==> src/rtl/div_iter_unit.sv <==
// rtl/div_iter_unit.sv - iterative radix-2 restoring divider for DIV/DIVU
//
// Responder side of the E-stage multiply/divide stall handshake. One quotient
// bit is produced per cycle; the E stage stays stalled until the HI/LO pair is
// ready. Signed operands are divided as magnitudes and fixed up at the end.

module div_iter_unit #(
  parameter int WIDTH = 32
) (
  input  logic             clk,
  input  logic             rst,
  input  logic             start_i,
  input  logic             signed_i,
  input  logic             annul_i,
  input  logic [WIDTH-1:0] a_i,
  input  logic [WIDTH-1:0] b_i,
  output logic             stall_o,
  output logic             done_o,
  output logic [WIDTH-1:0] hi_o,
  output logic [WIDTH-1:0] lo_o
);

  localparam int CntW = (WIDTH > 2) ? $clog2(WIDTH) : 1;

  localparam logic [1:0] StIdle = 2'd0;
  localparam logic [1:0] StRun  = 2'd1;
  localparam logic [1:0] StDone = 2'd2;

  logic [1:0]       state;
  logic [CntW-1:0]  count;
  logic [WIDTH-1:0] divisor;
  logic [WIDTH-1:0] rem;
  logic [WIDTH-1:0] quo;
  logic             signQ;
  logic             signR;

  logic             aNeg;
  logic             bNeg;
  logic [WIDTH-1:0] aMag;
  logic [WIDTH-1:0] bMag;
  logic             accept;
  logic             divByZero;

  logic [WIDTH:0]   remShift;
  logic [WIDTH+1:0] trial;
  logic             takeBit;
  logic [WIDTH-1:0] remNext;
  logic [WIDTH-1:0] quoNext;
  logic [WIDTH-1:0] quoFix;
  logic [WIDTH-1:0] remFix;
  logic             lastIter;

  // Operand magnitudes; WIDTH-bit negation keeps INT_MIN as 0x80..0 unsigned.
  always_comb begin
    aNeg      = signed_i & a_i[WIDTH-1];
    bNeg      = signed_i & b_i[WIDTH-1];
    aMag      = aNeg ? ({WIDTH{1'b0}} - a_i) : a_i;
    bMag      = bNeg ? ({WIDTH{1'b0}} - b_i) : b_i;
    accept    = (state == StIdle) & start_i & ~annul_i;
    divByZero = (b_i == {WIDTH{1'b0}});
  end

  // One restoring step: shift {rem,quo} left, trial-subtract, keep on no borrow.
  always_comb begin
    remShift = {rem, quo[WIDTH-1]};
    trial    = {1'b0, remShift} - {2'b00, divisor};
    takeBit  = ~trial[WIDTH+1];
    remNext  = takeBit ? trial[WIDTH-1:0] : remShift[WIDTH-1:0];
    quoNext  = {quo[WIDTH-2:0], takeBit};
    lastIter = (count == CntW'(WIDTH - 1));
    quoFix   = signQ ? ({WIDTH{1'b0}} - quoNext) : quoNext;
    remFix   = signR ? ({WIDTH{1'b0}} - remNext) : remNext;
  end

  // The E stage is held while a request is being taken or iterated; annul releases it.
  assign stall_o = ~annul_i & (((state == StIdle) & start_i) | (state == StRun));

  // Control FSM: IDLE -> RUN -> DONE -> IDLE, with annul returning to IDLE from anywhere.
  always_ff @(posedge clk or posedge rst) begin
    if (rst) begin
      state <= StIdle;
    end else if (annul_i) begin
      state <= StIdle;
    end else begin
      case (state)
        StIdle: begin
          if (start_i) begin
            state <= divByZero ? StDone : StRun;
          end
        end
        StRun: begin
          if (lastIter) begin
            state <= StDone;
          end
        end
        StDone:  state <= StIdle;
        default: state <= StIdle;
      endcase
    end
  end

  // Iteration datapath: latch magnitudes and signs on accept, then step once per RUN cycle.
  always_ff @(posedge clk or posedge rst) begin
    if (rst) begin
      count   <= '0;
      divisor <= '0;
      rem     <= '0;
      quo     <= '0;
      signQ   <= 1'b0;
      signR   <= 1'b0;
    end else if (accept) begin
      count   <= '0;
      divisor <= bMag;
      rem     <= '0;
      quo     <= aMag;
      signQ   <= signed_i & (a_i[WIDTH-1] ^ b_i[WIDTH-1]);
      signR   <= signed_i & a_i[WIDTH-1];
    end else if ((state == StRun) && !annul_i) begin
      count   <= count + 1'b1;
      rem     <= remNext;
      quo     <= quoNext;
    end
  end

  // HI/LO results are written only on entry to DONE, and done_o marks that one cycle.
  always_ff @(posedge clk or posedge rst) begin
    if (rst) begin
      done_o <= 1'b0;
      hi_o   <= '0;
      lo_o   <= '0;
    end else begin
      done_o <= 1'b0;
      if (accept && divByZero) begin
        // Divide by zero: quotient all ones, remainder is the raw dividend, no sign fix.
        done_o <= 1'b1;
        lo_o   <= {WIDTH{1'b1}};
        hi_o   <= a_i;
      end else if ((state == StRun) && lastIter && !annul_i) begin
        done_o <= 1'b1;
        lo_o   <= quoFix;
        hi_o   <= remFix;
      end
    end
  end

endmodule

==> config.mk <==
export PLATFORM = sky130hd
export DESIGN_NAME = div_iter_unit
export DESIGN_NICKNAME = d
export VERILOG_FILES = /design/src/rtl/div_iter_unit.sv
export SDC_FILE = /design/constraint.sdc
export NUM_CORES = 1
export LEC_CHECK = 0
export ABC_CLOCK_PERIOD_IN_PS = 4900
export BUFFER_PORTS_ARGS = -buffer_cell sky130_fd_sc_hd__buf_2
export CAP_MARGIN = 20
export CORE_MARGIN = 5
export CORE_UTILIZATION = 50
export DETAILED_ROUTE_END_ITERATION = 10
export HOLD_SLACK_MARGIN = 0.08
export PLACE_DENSITY = 0.75
export SLEW_MARGIN = 15
export SYNTH_ARGS = -nofsm -noshare
export SYNTH_HDL_FRONTEND = slang
export SYNTH_SLANG_ARGS = --single-unit
==> constraint.sdc <==
create_clock -name clk -period 4.9 [get_ports clk]
set_input_delay 0.735 -clock clk [delete_from_list [all_inputs] [get_ports clk]]
set_output_delay 0.735 -clock clk [all_outputs]
set_load 0.01 [all_outputs]
==> impl_results.md, run 1 <==
- CP Capture Point: hi_o[30]
- Setup crit start: rem[17]
- Top cell type's share of synthesized area: 0.3553
- Chip Width: approximately 160 um
- Sinks on the clock net: 170
- Port Buffers: approximately 130
- Area delta synth->final: 16.17%
- Worst path required time: 5.22 ns
- # hold bufs at CTS: 0
- Initial DRC Count: 1,068
- Post-synthesis cell type count: 78
- # H-tree levels: 4
- Period Utilization, post-route: 0.9505
- Via-per-instance ratio: 5.903
- Post-synth top cells: o21ai_0 (199), nand2_1 (193), dfrtp_1 (170), nor2_1 (94), a21oi_1 (92)
- Num CTS Buffers: 17
- FF/Latch Area: 4257 um2
- Syn Inst Count: ~1,500
- Root Buffer: clkbuf_16
- Hold crit path type: primary input to asynchronous set/reset pin
- DRT antenna net count: 0
- Setup Skew: 0.02183 ns
- Top area cells in the synthesized netlist: dfrtp_1 (36%), o21ai_0 (8.3%), nand2_1 (6.1%)
- Element type at the critical path start: register
- Post-DP HPWL: 26.51 mm
- Die area: 27,140 um2
- Pleak: around 6.3 nW
- GPL Wtd Cong: between 0.9 and 1
- Ys Warns: 0
- Status: finished, final reports clean
- Routed WL per cell: ~18 um
- Number of global-route vias before repair: 10,650
- Post-synth net total: between 1,500 and 2,000
- Pin count of the biggest net entering global routing: slightly below 100
- Reg2Reg Launch Point: rem[17]
- CP Max Fanout: 6
- Num rows: 56
- Fillers: 2,179
- Crit end category: register
- Nets: ~1,700
- Final core occ: 0.5908
- # IOs: roughly 140
- Post-synth EDFFs: 0
- Area of the multi-input gates: roughly 7300 um2
- Clock-pin transition on the worst setup and hold timing paths: 0.08 ns
- Final hold vios: 0
- Final Setup Violations: 0
- Routed WL: between 30 and 40 mm
- Slew Limit Fails: 0
- GRT Total Usage: 0.2546
- WS Path Type: register to register
- Synthesized cell area: 11,970 um2
- Syn_area_per_cell: ~8 um2
- R2r worst-path depth: 16
- Flops & latches, synth: 170
- Initial antenna violation count: 0
- Fmax: 214.7 MHz
- Layout cell share with drive strength beyond 1: 0.1682
- DRT Pass-1 Iters: 6
- Final Critical Period: ~4.7 ns
- Arr. time, crit path: about 5 ns
- Core box area: 23,540 um2
- Pwr Density: around 600 nW/um2
- Top_reg_cell synth: dfrtp_1
- Yosys top cell by area: dfrtp_1
- Max-cap violation count: 0
- Slew headroom: 0.2542
- Most common cell in the netlist: o21ai_0
- TritonCTS clock tree: done
- Seq/Total Area, Yosys: 0.3553
- Die H: ~160 um
- Maximum vdd drop: 0.0004278 V
- Total number of vias: ~11,000
- CTS Buffer Depth: 2
- Reg2reg end: hi_o[30]
- Total gr overflow: 0
- Slew of the pin with the lowest slew margin: around 1.1 ns
- TNS Setup: 0 ns
- Async S/R FF share, synth: 1.000
- Initial Util: 0.5086
- Clk_lat worst skew: between 0.4 and 0.5 ns
- First-pass GRT wire length: 55.54 mm
- Drt drc: 0
- Reg2Reg Setup Slack: approximately 0.24 ns
repair_timing:
action / CTS / global route
setup buffers: 0 / 0
endpoints found under the setup margin: 0 / 3
resized for setup: 0 / 22
how the worst min path moves through the flow:
stage	startpoint	endpoint	slack, ns
finish	rst	lo_o[8]	0.46
global route	divisor[11]	divisor[11]	0.50
CTS	rst	lo_o[8]	0.48
detailed placement	divisor[24]	divisor[24]	0.47
global placement	divisor[12]	divisor[12]	0.46
floorplan	divisor[10]	divisor[10]	0.45
cell usage in the layout (no fill, tap or decap), types with 16 or more instances in the layout:
cell type  Yosys  layout
a21oi_1       92      89
a22oi_1       25      25
buf_2         13     134
buf_4          0      52
clkbuf_16      0      17
dfrtp_1      170     168
ha_1          38      30
inv_1         58      57
mux2i_1       16      16
nand2_1      193     193
nand2b_1      17      17
nand3_1       21      20
nor2_1        94      93
nor3_1        41      41
nor4_1        17      17
o21ai_0      199     193
o22ai_1       32      32
o31ai_1       23      23
or3_1         20      19
xnor2_1       60      60
xor2_1        72      72
cell families (layout without fill, tap and decap cells):
kind of cell	after synthesis	after routing	share of synthesized area
AOI/OAI and AO/OA	492	492	0.2567
xor gates and xnor gates	132	132	0.09655
other	0	1	0
buffers and inverters	138	279	0.04462
adders and majority gates	39	39	0.04138
and+or+nand+nor	482	482	0.1911
muxes	17	17	0.01432
DFF	170	170	0.3553
layout make-up:
cell class                      instances  share of cell area
Timing Repair Buffer                  188             0.07916
Antenna cell                            1           0.0001799
Sequential cell                       170              0.3060
Clock buffer                           18             0.03157
Clock inverter                         14             0.01052
Tap cell                              319             0.02869
Multi-Input combinational cell       1162              0.5277
Inverter                               59             0.01619
worst max-delay path: stages, from the launching register on:
cell       delay (ns)
dfrtp_1          0.43
ha_1             0.33
a21oi_1          0.21
o21ai_1          0.14
a21o_1           0.22
a21o_1           0.19
a21o_4           0.22
o21ai_2          0.14
ha_2             0.20
nand2b_1         0.06
or4_1            0.43
or3_4            0.36
or3b_2           0.49
o2bb2ai_2        0.16
nand4bb_4        0.28
or3_1            0.42
a211o_1          0.27
power by group:
group          switching [W]  internal (W)
Clock               0.000646      0.000694
Combinational        0.00308       0.00203
Sequential          0.000279       0.00163
Total                0.00400       0.00435
routing by layer:
metal / routed length, um / global-route usage
met1: 16290 / 0.3663
met4: 522 / 0.06011
met2: 15910 / 0.4094
met5: 0 / 0
met3: 2040 / 0.03419
sequential cells by signal (all words and copies together), names as in the netlist:
register,count
quo,32
rem,32
state,2
signR,1
signQ,1
lo_o,32
divisor,32
hi_o,32
count,5
done_o,1
per-stage QoR:
| stage | setup WS (ns) | hold slack (ns) | power [W] | area [um2] | std cells |
|---|---|---|---|---|---|
| 2_1_floorplan | 0.002190 | 0.4498 | 0.005449 | 12020 | 1470 |
| 3_3_place_gp | 0.2134 | 0.4612 | 0.006755 | 13210 | 1898 |
| 3_5_place_dp | 0.1155 | 0.4695 | 0.006799 | 13210 | 1898 |
| 4_1_cts | 0.09680 | 0.4794 | 0.008162 | 13800 | 1930 |
| 5_1_grt | -0.0006408 | 0.5048 | 0.008967 | 13910 | 1930 |
| 6_report | 0.2427 | 0.4560 | 0.008352 | 13910 | 1931 |
No activity file was read; power rests on OpenSTA's default activity.
==> run 2: changes to the inputs <==
--- a/config.mk
+++ b/config.mk
@@ -5,6 +5,7 @@
 export SDC_FILE = /design/constraint.sdc
 export NUM_CORES = 1
 export LEC_CHECK = 0
+export ABC_AREA = 1
 export ABC_CLOCK_PERIOD_IN_PS = 4900
 export BUFFER_PORTS_ARGS = -buffer_cell sky130_fd_sc_hd__buf_2
 export CAP_MARGIN = 20
@@ -12,8 +13,7 @@
 export CORE_UTILIZATION = 50
 export DETAILED_ROUTE_END_ITERATION = 10
 export HOLD_SLACK_MARGIN = 0.08
-export PLACE_DENSITY = 0.75
-export SLEW_MARGIN = 15
+export PLACE_DENSITY = 0.74
 export SYNTH_ARGS = -nofsm -noshare
 export SYNTH_HDL_FRONTEND = slang
 export SYNTH_SLANG_ARGS = --single-unit
==> constraint.sdc (replaced) <==
create_clock -name clk -period 4.9 [get_ports clk]
set_input_delay 1.47 -clock clk [delete_from_list [all_inputs] [get_ports clk]]
set_output_delay 1.47 -clock clk [all_outputs]
set_load 0.01 [all_outputs]
==> impl_results.md, run 2 <==
- Post_cts resized: 0
- Number of global-route vias before repair: 12,580
- Top_reg_cell synth: dfrtp_1
- Pleak: slightly below 8 nW
- Syn Inst Count: 1,971
- Yosys top cell by area: dfrtp_1
- GRT Total Usage: 0.2943
- Top cell type's share of synthesized area: 0.3293
- Nets: 2,188
- Setup Skew: about 0.013 ns
- Core box area: about 25,000 um2
- Synth Area in Simple Gates: 0.3216
- Initial Util: 0.5101
- GPL Wtd Cong: 0.9666
- Root Buffer: clkbuf_16
- Hold crit path type: register to register
- Total gr overflow: 0
- Routed WL per cell: 17.51 um
- Pin count of the biggest net entering global routing: 171
- Post-DP HPWL: 32.50 mm
- Crit end category: register
- Num CTS Buffers: 17
- CTS Buffer Depth: 2
- Switching share of power: 0.5497
- Worst path required time: about 5.2 ns
- Initial DRC Count: between 1,000 and 1,500
- DRT antenna net count: 0
- Final core occ: 0.5727
- Status: finished, final reports clean
- RSZ-0062 raised after global routing: no
- TritonCTS clock tree: done
- Leading cell types in the layout, fill and taps excluded: nand2_1 (589), inv_1 (269), nor2_1 (176)
- Post-CTS Setup Inserts: 0
- Post-synthesis cell type count: 52
- Seq/Total Area, Yosys: 0.3293
- Final Setup Violations: 0
- Flop pwr share: 0.218
- Post-synthesis xor/xnor area fraction: 0.05288
- First-pass GRT wire length: 67.81 mm
- Pwr Density: 615.5 nW/um2
- Slew of the pin with the lowest slew margin: 1.010 ns
- Post-synth EDFFs: 0
- Clock-pin transition on the worst setup and hold timing paths: 0.08 ns
- Flops & latches, synth: 170
- Total number of vias: approximately 13,000
- Syn_area_per_cell: 6.554 um2
- Final Critical Period: 4.432 ns
- Clk_lat worst skew: 0.45 ns
- Post-synthesis compound-gate area fraction: 0.1524
- Area delta synth->final: 12.27%
- Post-synth net total: between 2,000 and 2,500
- Commonest non-fill, non-tap cell in the layout: nand2_1
- # hold bufs at CTS: 0
- Most common cell in the netlist: nand2_1
- Port Buffers: 134
- Chip Width: 170.7 um
- Period Utilization, post-route: 0.9045
- # IOs: roughly 140
- CP Max Fanout: 18
- TNS Setup: 0 ns
- Post-synthesis adder-cell area fraction: 0.03835
- Post-synthesis mux area share: 0
- Initial antenna violation count: 0
- Clock power share: 0.154
- Via-per-instance ratio: ~5.5
- Slew headroom: 0.3259
- Async S/R FF share, synth: 1.000
- Element type at the critical path start: register
- Largest family of logic cells by synthesized area: simple AND/OR/NAND/NOR gates
- Die area: ~30,000 um2
- Arr. time, crit path: 4.77 ns
- DRT Pass-1 Iters: 5
- Drt drc: 0
- Min Hold Slack: around 0.48 ns
- Ant. Diodes: 0
- Fmax: between 200 and 250 MHz
- Ys Warns: 0
- Sinks on the clock net: 170
- Synthesized cell area: roughly 13,000 um2
- Num rows: 58
- Combinational group share of total power: 0.628
- WS Path Type: register to register
- Post-synth top cells: nand2_1 (589), inv_1 (270), nor2_1 (179), dfrtp_1 (170), o21ai_0 (156)
- Sw Pwr: 0.004907 W
- Slew Limit Fails: 0
- P_int: about 0.004 W
- Routed WL: between 40 and 50 mm
- # H-tree levels: 4
- Max-cap violation count: 0
- Maximum vdd drop: around 0.00036 V
- Layout cell share with drive strength beyond 1: 0.1157
- Die H: 170.7 um
- Final hold vios: 0
- Top area cells in the synthesized netlist: dfrtp_1 (33%), nand2_1 (17%), inv_1 (7.8%)
[run 2: cell count changes after synthesis, moves of 18 or more]
cell     previous run  this run
o22ai_1            32        11
or3_1              20         1
o21ai_0           199       156
o21ai_1             5        23
nand2_1           193       589
o31ai_1            23         4
nor2_1             94       179
nand3_1            21       124
inv_1              58       270
xnor2_1            60        16
[run 2: per-layer routing]
layer  GRT usage  vias up  wire [um]
met5           0        -          0
met4     0.08368        0        995
met3     0.03443       64       3090
met2      0.4598      468      18660
met1      0.4326     6234      19650
li1            -     6572          -
[run 2: cell families (layout without fill, tap and decap cells)]
kind of cell | Yosys count | in the layout
compound gates | 348 | 348
xor+xnor | 78 | 78
buf+inv | 349 | 470
simple gates | 987 | 987
flops | 170 | 170
fa+ha+maj | 39 | 39
[run 2: through the flow]
stage / cells / area, um2 / total power (W) / setup slack, ns
2_1_floorplan: 1971 / 12920 / 0.006038 / 0.5661
5_1_grt: 2422 / 14500 / 0.009737 / 0.01679
6_report: 2422 / 14500 / 0.008927 / 0.4681
3_5_place_dp: 2390 / 13900 / 0.007426 / 0.5734
4_1_cts: 2421 / 14480 / 0.008817 / 0.5648
3_3_place_gp: 2390 / 13900 / 0.007367 / 0.6317
[run 2: final cells by class]
class / count / area (um2)
fill: 2462 / 10820
clock inverter: 14 / 155.1
clock buffer: 17 / 425.4
tap: 330 / 412.9
sequential: 170 / 4254
timing repair buffer: 155 / 860.8
multi-input combinational: 1452 / 7326
inverter: 284 / 1070
[run 2: worst max-delay path, cell delays in order, from the launching register on]
cell,delay [ns]
dfrtp_1,0.43
ha_1,0.37
nand2_1,0.13
inv_2,0.05
nand2_2,0.14
inv_2,0.04
nand2_1,0.09
a21oi_2,0.08
nor2_4,0.47
nand2_8,0.07
inv_2,0.23
ha_1,0.19
inv_1,0.05
nor3_1,0.18
nand2_1,0.14
nor3_2,0.22
nand4_1,0.19
nor3_1,0.25
nand3_1,0.17
nor3_2,0.28
nand4_1,0.17
nand2_1,0.17
nand3_1,0.10
nand2_1,0.07
o21ai_1,0.06
[run 2: worst paths after layout]
kind	endpoint	cells past startpoint	slack [ns]	start
max	lo_o[28]	24	0.47	rem[21]
min	count[2]	1	0.48	count[2]
max reg2reg	lo_o[28]	24	0.47	rem[21]
min reg2reg	count[2]	1	0.48	count[2]
max in group asynchronous	divisor[19]	3	2.87	rst
min in group asynchronous	rem[1]	3	1.27	rst
[run 2: power by group through the flow]
stage	Combinational [W]	Clock [W]	Sequential, W
6_report	0.00561	0.00138	0.00194
5_1_grt	0.00632	0.00144	0.00198
3_3_place_gp	0.00541	0	0.00195
3_5_place_dp	0.00546	0	0.00196
4_1_cts	0.00550	0.00138	0.00194
2_1_floorplan	0.00417	0	0.00187
==> run 3: changes to the inputs <==
==> constraint.sdc (replaced) <==
create_clock -name clk -period 4.9 [get_ports clk]
set_input_delay 1.47 -clock clk [delete_from_list [all_inputs] [get_ports clk]]
set_output_delay 1.47 -clock clk [all_outputs]
set_load 0.02 [all_outputs]
==> impl_results.md, run 3 (synthesis gave the netlist of run 2 again) <==
- Finished Layout Cells: about 2,400
- Pleak: 7.763 nW
- Reg2Reg Launch Point: divisor[2]
- Hold path startpoint: divisor[13]
- Final Cell Area: around 15,000 um2
- Routed WL per cell: between 15 and 20 um
- TNS Setup: 0 ns
- Final Critical Period: about 4.5 ns
- Worst path required time: ~5.2 ns
- Total gr overflow: 0
- # hold bufs at CTS: 0
- Die area: roughly 29,000 um2
- Clock-pin transition on the worst setup and hold timing paths: roughly 0.080 ns
- Commonest non-fill, non-tap cell in the layout: nand2_1
- Number of global-route vias before repair: 12,500
- Placed cell area: around 14,000 um2
- Nets: between 2,000 and 2,500
- Setup Skew: 0.02101 ns
- Period Utilization, post-route: 0.9085
- First-pass GRT wire length: between 60 and 70 mm
- Ant. Diodes: 0
- Drt drc: 0
- Initial DRC Count: approximately 1,300
- Status: finished, final reports clean
- Chip Width: approximately 170 um
- Arr. time, crit path: 4.79 ns
- Via-per-instance ratio: ~5.6
- DRT Pass-1 Iters: 5
- # placed instances: 2,391
- Design Power: between 0.008 and 0.009 W
- Pwr Density: just over 600 nW/um2
- TritonCTS clock tree: done
- Element type at the critical path start: register
- Port Buffers: ~130
- Area of the multi-input gates: between 7000 and 8000 um2
- Leading cell types in the layout, fill and taps excluded: nand2_1 (589), inv_1 (269), nor2_1 (176)
- Pre-CTS setup slack: between 0.5 and 0.6 ns
- Slew headroom: 0.3145
- Slowest-stage cell, CP: dfrtp_1
- CP Max Fanout: 18
- Num rows: between 50 and 60
- # H-tree levels: 4
- Post-DP HPWL: ~33 mm
- Die H: between 150 and 200 um
- Final Setup Violations: 0
- RSZ-0062 raised after global routing: no
- Max-cap violation count: 0
- Fmax: 224.6 MHz
- Routed WL: around 42 mm
- Post-CTS Setup Inserts: 0
- CTS Buffer Depth: 2
- Initial antenna violation count: 0
- GPL Wtd Cong: approximately 1
- Final WS setup: around 0.45 ns
- Final hold vios: 0
- Root Buffer: clkbuf_16
- Slew Limit Fails: 0
- Num CTS Buffers: 17
- FF/Latch Area: 4254 um2
- Clk_lat worst skew: about 0.45 ns
- Total number of vias: approximately 13,000
- Worst path max stage delay: 0.46 ns
- GRT Total Usage: 0.2915
- Initial Util: 0.5101
- Setup crit start: divisor[2]
- Maximum vdd drop: ~0.00038 V
- Hold crit path type: register to register
- # IOs: between 100 and 150
- Crit end category: register
- Slew of the pin with the lowest slew margin: between 1 and 1.5 ns
- WS Path Type: register to register
- Sinks on the clock net: 170
- Core box area: about 25,000 um2
- Pin count of the biggest net entering global routing: a little under 60
- Most frequent cell on the critical path: nand2_1
- Layout cell share with drive strength beyond 1: 0.1161
- Fillers: 2,512
- DRT antenna net count: 0
- Post_cts resized: 0
- Area delta synth->final: 12.45%
==> run 3: changes by cell type in the layout (fill, tap and decap cells not counted), sizes merged <==
| cell | change |
|---|---|
| clkinv | +2 |
| clkinvlp | -2 |
| inv | +1 |
==> run 3: where the power goes <==
| part | total, W | internal, W | switching (W) |
|---|---|---|---|
| sequential | 0.00196 | 0.00167 | 0.000295 |
| combinational | 0.00555 | 0.00167 | 0.00388 |
| clock | 0.00140 | 0.000690 | 0.000708 |
==> run 3: layer usage <==
layer / track usage / wire [um]
met3: 0.03997 / 3394
met1: 0.4267 / 19140
met4: 0.06146 / 626
met5: 0 / 0
met2: 0.4635 / 19260
==> run 3: per-stage QoR <==
step / utilization / hold WS [ns]
floorplan: - / 0.4455
global placement: 0.5499 / 0.4671
detailed placement: 0.5499 / 0.4684
CTS: 0.5736 / 0.4873
global route: 0.5736 / 0.4995
finish: 0.5736 / 0.4873
==> run 3: layout make-up <==
class                           count  area share
Clock buffer                       17     0.02929
Clock inverter                     15     0.01189
Inverter                          284     0.07364
Multi-Input combinational cell   1452      0.5043
Sequential cell                   170      0.2929
Tap cell                          330     0.02842
Timing Repair Buffer              155     0.05960
==> run 3: path summary, 6_finish.rpt <==
check	depth (start not counted)	slack [ns]	endpoint
max in group asynchronous	3	2.74	quo[1]
hold / removal	2	0.49	divisor[13]
hold reg to reg	2	0.49	divisor[13]
setup reg to reg	27	0.45	lo_o[30]
min in group asynchronous	2	1.20	divisor[1]
setup / recovery	27	0.45	lo_o[30]
==> run 3: worst max-delay path: cells and delay by family (launching register included) <==
family | cells | cell delay, ns
AOI/OAI and AO/OA | 1 | 0.06
adders and majority gates | 2 | 0.57
buffers and inverters | 3 | 0.35
DFF | 1 | 0.46
and+or+nand+nor | 21 | 2.89
